### config.mk
export PLATFORM = sky130hd
export DESIGN_NAME = offchip_mem_bridge
export DESIGN_NICKNAME = d
export VERILOG_FILES = /design/src/rtl/offchip_mem_bridge.sv
export SDC_FILE = /design/constraint.sdc
export NUM_CORES = 1
export LEC_CHECK = 0
export BUFFER_PORTS_ARGS = -buffer_cell sky130_fd_sc_hd__buf_4
export CORE_MARGIN = 4
export CORE_UTILIZATION = 30
export CTS_CLUSTER_DIAMETER = 80
export DETAILED_ROUTE_END_ITERATION = 8
export PLACE_DENSITY = 0.61
export SKIP_CTS_REPAIR_TIMING = 1
export SLEW_MARGIN = 20
export SYNTH_ARGS = -nofsm -noshare
export SYNTH_HDL_FRONTEND = slang
export SYNTH_SLANG_ARGS = --single-unit
### constraint.sdc
create_clock -name clk -period 5.1 [get_ports clk]
set_input_delay 0.255 -clock clk [delete_from_list [all_inputs] [get_ports clk]]
set_output_delay 0.255 -clock clk [all_outputs]
set_load 0.01 [all_outputs]
### src/rtl/offchip_mem_bridge.sv
// rtl/offchip_mem_bridge.sv - cache-line to 32-bit SRAM-style word burst bridge
//
// Purpose:
//    Accepts whole-line read/write requests from the cache path and runs each
//    one as a burst of 32-bit word transfers on an external req/ack bus. Read
//    lines are assembled in offchip_mem_data, completion is a one-cycle ready
//    pulse, and a per-word ack timeout aborts the burst and sets a sticky err.
//
// Ports:
//    clk, rst                 clock, asynchronous active-low reset
//    offchip_mem_read_en      line read request (level)
//    offchip_mem_write_en     line write request (level, wins over read)
//    offchip_mem_addr         line address, low log2(LINE_BYTES) bits ignored
//    offchip_mem_wdata        write line, word k at [32k+31:32k]
//    offchip_mem_data         last completed read line, same word order
//    offchip_mem_ready        one-cycle completion pulse
//    offchip_mem_read_busy    high while a read burst runs
//    offchip_mem_write_busy   high while a write burst runs
//    offchip_mem_err          last request timed out, sticky until next accept
//    ext_req/we/addr/wdata    registered word request towards the SRAM bus
//    ext_rdata, ext_ack       read word and per-word acknowledge
module offchip_mem_bridge #(
   parameter int LINE_BYTES     = 32,
   parameter int TIMEOUT_CYCLES = 255
) (
   input  logic                    clk,
   input  logic                    rst,
   input  logic                    offchip_mem_read_en,
   input  logic                    offchip_mem_write_en,
   input  logic [31:0]             offchip_mem_addr,
   input  logic [LINE_BYTES*8-1:0] offchip_mem_wdata,
   output logic [LINE_BYTES*8-1:0] offchip_mem_data,
   output logic                    offchip_mem_ready,
   output logic                    offchip_mem_read_busy,
   output logic                    offchip_mem_write_busy,
   output logic                    offchip_mem_err,
   output logic                    ext_req,
   output logic                    ext_we,
   output logic [31:0]             ext_addr,
   output logic [31:0]             ext_wdata,
   input  logic [31:0]             ext_rdata,
   input  logic                    ext_ack
);

   localparam int LW    = LINE_BYTES * 8;
   localparam int NW    = LINE_BYTES / 4;
   localparam int IDX_W = $clog2(NW);

   localparam logic [IDX_W-1:0] LAST_IDX = IDX_W'(NW - 1);
   localparam logic [7:0]       TMO_LAST = 8'(TIMEOUT_CYCLES - 1);
   localparam logic [31:0]      LINE_MSK = ~32'(LINE_BYTES - 1);

   typedef enum logic [2:0] {
      S_IDLE,
      S_RD_BURST,
      S_WR_BURST,
      S_DONE,
      S_WAIT_LOW
   } state_t;

   state_t           r_state;
   logic [31:0]      r_base;
   logic [LW-1:0]    r_wline;
   logic [LW-1:0]    r_rline;
   logic [IDX_W-1:0] r_idx;
   logic [7:0]       r_tmo;
   logic             r_ready;
   logic             r_rd_busy;
   logic             r_wr_busy;
   logic             r_err;
   logic             r_ext_req;
   logic             r_ext_we;
   logic [31:0]      r_ext_addr;
   logic [31:0]      r_ext_wdata;

   logic [31:0]      w_base_aligned;
   logic [IDX_W-1:0] w_next_idx;
   logic [31:0]      w_next_addr;
   logic [31:0]      w_next_wword;
   logic             w_last;

   // Base is line aligned, so base + 4*index never carries out of the line.
   assign w_base_aligned = offchip_mem_addr & LINE_MSK;
   assign w_next_idx     = r_idx + 1'b1;
   assign w_next_addr    = r_base + {{(30-IDX_W){1'b0}}, w_next_idx, 2'b00};
   assign w_next_wword   = r_wline[32*int'(w_next_idx) +: 32];
   assign w_last         = (r_idx == LAST_IDX);

   always_ff @(posedge clk or negedge rst) begin
      if (!rst) begin
         r_state     <= S_IDLE;
         r_base      <= '0;
         r_wline     <= '0;
         r_rline     <= '0;
         r_idx       <= '0;
         r_tmo       <= '0;
         r_ready     <= 1'b0;
         r_rd_busy   <= 1'b0;
         r_wr_busy   <= 1'b0;
         r_err       <= 1'b0;
         r_ext_req   <= 1'b0;
         r_ext_we    <= 1'b0;
         r_ext_addr  <= '0;
         r_ext_wdata <= '0;
      end else begin
         case (r_state)
            S_IDLE: begin
               // Write first so a dirty writeback lands before its refill.
               if (offchip_mem_write_en) begin
                  r_base      <= w_base_aligned;
                  r_wline     <= offchip_mem_wdata;
                  r_idx       <= '0;
                  r_tmo       <= '0;
                  r_err       <= 1'b0;
                  r_ext_req   <= 1'b1;
                  r_ext_we    <= 1'b1;
                  r_ext_addr  <= w_base_aligned;
                  r_ext_wdata <= offchip_mem_wdata[31:0];
                  r_wr_busy   <= 1'b1;
                  r_state     <= S_WR_BURST;
               end else if (offchip_mem_read_en) begin
                  r_base      <= w_base_aligned;
                  r_idx       <= '0;
                  r_tmo       <= '0;
                  r_err       <= 1'b0;
                  r_ext_req   <= 1'b1;
                  r_ext_we    <= 1'b0;
                  r_ext_addr  <= w_base_aligned;
                  r_ext_wdata <= '0;
                  r_rd_busy   <= 1'b1;
                  r_state     <= S_RD_BURST;
               end
            end

            S_RD_BURST, S_WR_BURST: begin
               if (ext_ack) begin
                  if (r_state == S_RD_BURST) begin
                     r_rline[32*int'(r_idx) +: 32] <= ext_rdata;
                  end
                  r_idx <= w_next_idx;
                  r_tmo <= '0;
                  if (w_last) begin
                     r_ext_req <= 1'b0;
                     r_ext_we  <= 1'b0;
                     r_rd_busy <= 1'b0;
                     r_wr_busy <= 1'b0;
                     r_ready   <= 1'b1;
                     r_state   <= S_DONE;
                  end else begin
                     // Next word goes out on the very next cycle.
                     r_ext_addr  <= w_next_addr;
                     r_ext_wdata <= (r_state == S_WR_BURST) ? w_next_wword : 32'h0;
                  end
               end else if (r_tmo == TMO_LAST) begin
                  // Abort: partial read words stay in the line, err tells the truth.
                  r_ext_req <= 1'b0;
                  r_ext_we  <= 1'b0;
                  r_rd_busy <= 1'b0;
                  r_wr_busy <= 1'b0;
                  r_err     <= 1'b1;
                  r_ready   <= 1'b1;
                  r_state   <= S_DONE;
               end else begin
                  r_tmo <= r_tmo + 8'd1;
               end
            end

            S_DONE: begin
               r_ready <= 1'b0;
               r_state <= S_WAIT_LOW;
            end

            S_WAIT_LOW: begin
               // A level-held request must drop before another is accepted.
               if (!offchip_mem_read_en && !offchip_mem_write_en) begin
                  r_state <= S_IDLE;
               end
            end

            default: r_state <= S_IDLE;
         endcase
      end
   end

   assign offchip_mem_data       = r_rline;
   assign offchip_mem_ready      = r_ready;
   assign offchip_mem_read_busy  = r_rd_busy;
   assign offchip_mem_write_busy = r_wr_busy;
   assign offchip_mem_err        = r_err;
   assign ext_req                = r_ext_req;
   assign ext_we                 = r_ext_we;
   assign ext_addr               = r_ext_addr;
   assign ext_wdata              = r_ext_wdata;

endmodule
* After elaboration in Yosys (flattened, before gate mapping) *
Cells that the tools add are included.

storage, ports and cells
  register bits = 628
  bits of input ports = 325
  output and inout port bits = 326
  word-level logic and storage cells = 107

operators by class
  add/subtract/negate cells = 4
  equal/unequal tests = 18
  shift operators = 3
  muxes and demuxes = 48
  reduce and logical (&&, ||, !) cells = 20

operators by type and width
  kind                       count
  $mux 32                    9
  $bwmux 256                 1
  $shift 32x33->256 const A  1
  $shiftx 256x9->32          1
  $shiftx 32x33->256         1
  $pmux 32 s2                2
  $neg 8->33                 1
  $add 32x5->32              1
  $mux 8                     4
  $mux 3                     9
  $reduce_and 4->1           5
  $ne 2x2->1 const B         8
  $pmux 8 s2                 1
  $mux 1                     14
  $ne 3x3->1 const B         4
  $pmux 1 s2                 6
  $pmux 3 s4                 1
  $reduce_and 3->1           4
  $add 8x1->8 const B        1
  $eq 8x8->1 const B         1
  $eq 3x2->1 const B         2
  $eq 3x3->1 const B         2
  $pmux 3 s2                 1
  $reduce_bool 2->1          3
  other kinds (8)            10

* Logic depth before layout (Yosys ltp) *
  depth in word-level cells = 6
  depth in mapped cells = 12
  depth with buffers taken out = 7

* Least setup slack after synthesis *
Ideal clock, no wire load.

  kind = register to register
  start = reg r_idx[0]
  end = reg r_rline[177], in the netlist offchip_mem_data[177]
  setup time = 125 ps
  data arrival time = 2480 ps
  data required time = 4975 ps
  path slack = 2495 ps
  stages on the path, launching flop included = 12
  buffers on the path = 5
  period minus slack after synthesis = 2605 ps
  path through = dfrtp_1 > buf_2 > inv_2 > ha_1 > ha_1 > clkbuf_1 > nand2b_1 > buf_2 > or4_4 > buf_6 > buf_6 > mux2_4

between the ends
  cells in the longest elaborated chain, start to end = 3
  elaborated cells between the ends (all ways) = 4
  classes of those cells = add/sub: 1; shift: 2; mux: 1

RTL lines
  what                                                     line  source
  from (decl)                                              65    logic [IDX_W-1:0] r_idx;
  from (signal assigned)                                   140   r_idx <= w_next_idx;
  $neg 8->33 (*)                                           138   r_rline[32*int'(r_idx) +: 32] <= ext_rdata;
  $shiftx 32x33->256 or $shift 32x33->256 (tied branches)  138
  $bwmux 256 (*)                                           138
  to (signal, indexed assignment)                          138
  to (decl)                                                64    logic [LW-1:0] r_rline;

Every way passes the cells marked *; elsewhere a longest branch is shown, timed or not.
A chain may end at the register's enable or synchronous reset.

* Final worst setup path *
  start = reg r_idx[0]
  end = reg r_rline[47], in the netlist offchip_mem_data[47]

The elaborated chain is that of the path after synthesis.

==> qor.txt <==
final non-filler cell total -> 4672
f_max -> 0.299 GHz
cell area after placement -> 32100 µm²
fraction of power spent switching nets -> 34.9%
Netlist Area Pre-Place -> 26200 µm²
crit share post-route -> 65.5%
I/O pin total -> 651
top post-synthesis cells by area -> dfrtp_1, nand2_1, mux4_2
dominant cell type by area after synthesis -> dfrtp_1
Worst Max-Slew Pin Slew -> 1.13 ns
H-tree depth -> 3
power density over the cells -> 553 nW/µm²
number of enable-type register cells in the synthesized netlist -> 0
clock buffers created by TritonCTS -> 70
result of the run -> complete, no violations
clock skew after layout -> 0.0416 ns
LEAKAGE -> 0.0186 µW
clock insertion delay at the later pin of the skew report -> 0.62 ns
die outline area -> 92000 µm²
setup violation total in the final timing report -> 0
mean number of vias per cell -> 4.69
critical path data arrival time -> 3.85 ns
crit path max fanout -> 55
via count of the first global-routing pass -> 20600
Hold/Removal Path Class -> input pin to flop
drt pass-1 iters -> 5
required time of the worst setup path -> 5.60 ns
Post-DP HPWL -> 59.5 mm
number of antenna-violating nets in the routed design -> 0
Final Slew Violations -> 0
Worst Setup Start Kind -> flop
Layout Nets -> 3794
post-synthesis cell type count -> 57
cell-internal power -> 13500 µW
root cell of the clock tree -> clkbuf_16
Warnings, synthesis -> 0
endpoints failing hold -> 0
library cell with the highest instance count after synthesis -> nand2_1
kind of critical path -> flop to flop
TritonCTS clock tree -> done
number of antenna violations at the first check in global routing -> 5
drc violations -> 0
total routing resource utilization after global routing -> 18.1%
initial core utilization -> 30.2%
Post-Route Setup TNS -> 0 ns
combinational fraction of design power -> 36.6%
Post-synth ARST share -> 100%
number of register bits inferred by synthesis -> 621
VDD IR-drop max -> 314 µV
part of the power in registers -> 38.3%
die boundary width -> 303 µm
number of rows in the core area -> 108
RSZ-0062 raised after global routing -> no
fraction of the yosys area taken by sequential cells -> 59.4%
CTS clk-pin slew, worst paths -> 0.06 ns
number of I/O port buffers -> 643
clock buffer depth -> 3
reported max-cap violation count -> 0
number of design-rule violations left by the first detailed-router iteration -> 1419
GPL Wtd Cong -> 0.825
share of Yosys cell area claimed by the top area cell type -> 59.4%
max-slew headroom at the worst pin -> 23.9%
cell total after placement -> 4231
synthesis-to-finish area growth -> 43.8%
CORE AREA -> 86600 µm²
top_reg_cell synth -> dfrtp_1
wirelength, routed -> 89.6 mm
largest net degree at the start of global routing -> 148
number of cells produced by synthesis -> 2570
final instance area -> 37600 µm²
ratio of cells with drive above 1 in the final layout -> 28.3%
final critical path time including I/O delays and setup -> 3.34 ns
routed wire length per instance -> 19.2 µm
Num Clock Sinks -> 621
mean post-synth cell area -> 10.2 µm²
power spent charging and discharging nets -> 7260 µW
total congestion overflow -> 0
share of total power in the clock network -> 25.1%
via count -> 21900
first-pass GRT wire length -> 128 mm
commonest cells in the synthesized netlist -> nand2_1, dfrtp_1, o21ai_0, nand3_1, mux2_2
vertical extent of the die -> 303 µm
endpoint kind of the worst setup timing path -> flop
-- flip-flops by register name, indices dropped and copies added, names as in the netlist, 3 cells and up --
name and cells:
ext_addr 30, ext_wdata 32, offchip_mem_data 256, r_base 27, r_idx 3, r_state 3, r_tmo 8, r_wline 256
-- cells by family after synthesis --
group | share of synthesized area, %
and+or+nand+nor | 19.8
DFF | 59.4
buffers and inverters | 3.92
AOI/OAI and AO/OA | 5.25
muxes | 11.3
adders and majority gates | 0.335
other | 0.0143
xor gates and xnor gates | 0.0335
-- worst max-delay path, cell delays in order (launching register included) --
cell,delay [ns]
dfrtp_4,0.71
inv_2,0.19
ha_4,0.21
ha_1,0.43
nand2_1,0.19
or4_2,1.08
o41ai_1,0.40
-- final timing paths --
kind	cells after the start	startpoint	slack (ns)	end
worst max-delay path	6	r_idx[0]	1.76	offchip_mem_data[47]
max in group asynchronous	3	rst	3.32	r_idx[2]
min in group asynchronous	2	rst	0.26	r_wline[149]
worst min register to register	2	r_wline[227]	0.47	r_wline[227]
worst min-delay path	3	ext_rdata[14]	0.02	offchip_mem_data[142]
worst max register to register	6	r_idx[0]	1.76	offchip_mem_data[47]
-- cell type report --
cell class | instances | area, µm²
fill | 8133 | 49000
sequential | 621 | 15500
multi-input combinational | 1701 | 9660
timing repair buffer | 994 | 8320
clock buffer | 100 | 1970
tap | 1155 | 1450
clock inverter | 22 | 414
inverter | 74 | 278
antenna | 5 | 12.5
-- metal layers --
metal / global-route usage (%) / wire length, µm / up-vias
met5: 0 / 21 / -
met4: 5.89 / 2850 / 4
met3: 5.00 / 7410 / 148
met2: 30.2 / 43700 / 802
met1: 22.9 / 35500 / 10700
li1: - / - / 10200
-- power groups by stage --
stage	Combinational (µW)	Sequential (µW)	Clock [µW]
CTS	7500	7960	5370
floorplan	4300	8030	0
global placement	7360	7980	0
finish	7610	7970	5220
global route	8390	8180	5570
detailed placement	7480	8030	0
-- stage by stage --
step	setup slack, ns	utilization (%)	hold WS [ns]	total power (µW)
floorplan	2.50	-	-0.0406	12300
global placement	1.75	37.0	0.347	15300
detailed placement	1.69	37.0	0.343	15500
CTS	1.69	39.8	-0.338	20800
global route	1.51	43.4	0.00201	22100
finish	1.76	43.4	0.0209	20800
-- placed cells by master, fill, tap and decap left out, types with 18 or more instances in the layout --
cell | synthesis | layout
nand2_1 | 1019 | 1019
buf_4 | 4 | 675
dfrtp_1 | 621 | 620
dlygate4sd3_1 | 0 | 313
o21ai_0 | 175 | 175
nand3_1 | 147 | 147
mux2_2 | 123 | 123
inv_1 | 73 | 73
clkbuf_16 | 0 | 71
mux4_2 | 64 | 64
a22oi_1 | 32 | 32
clkbuf_1 | 117 | 21
nand4_1 | 18 | 18
Note: power is estimated with default switching activity, not from simulation.
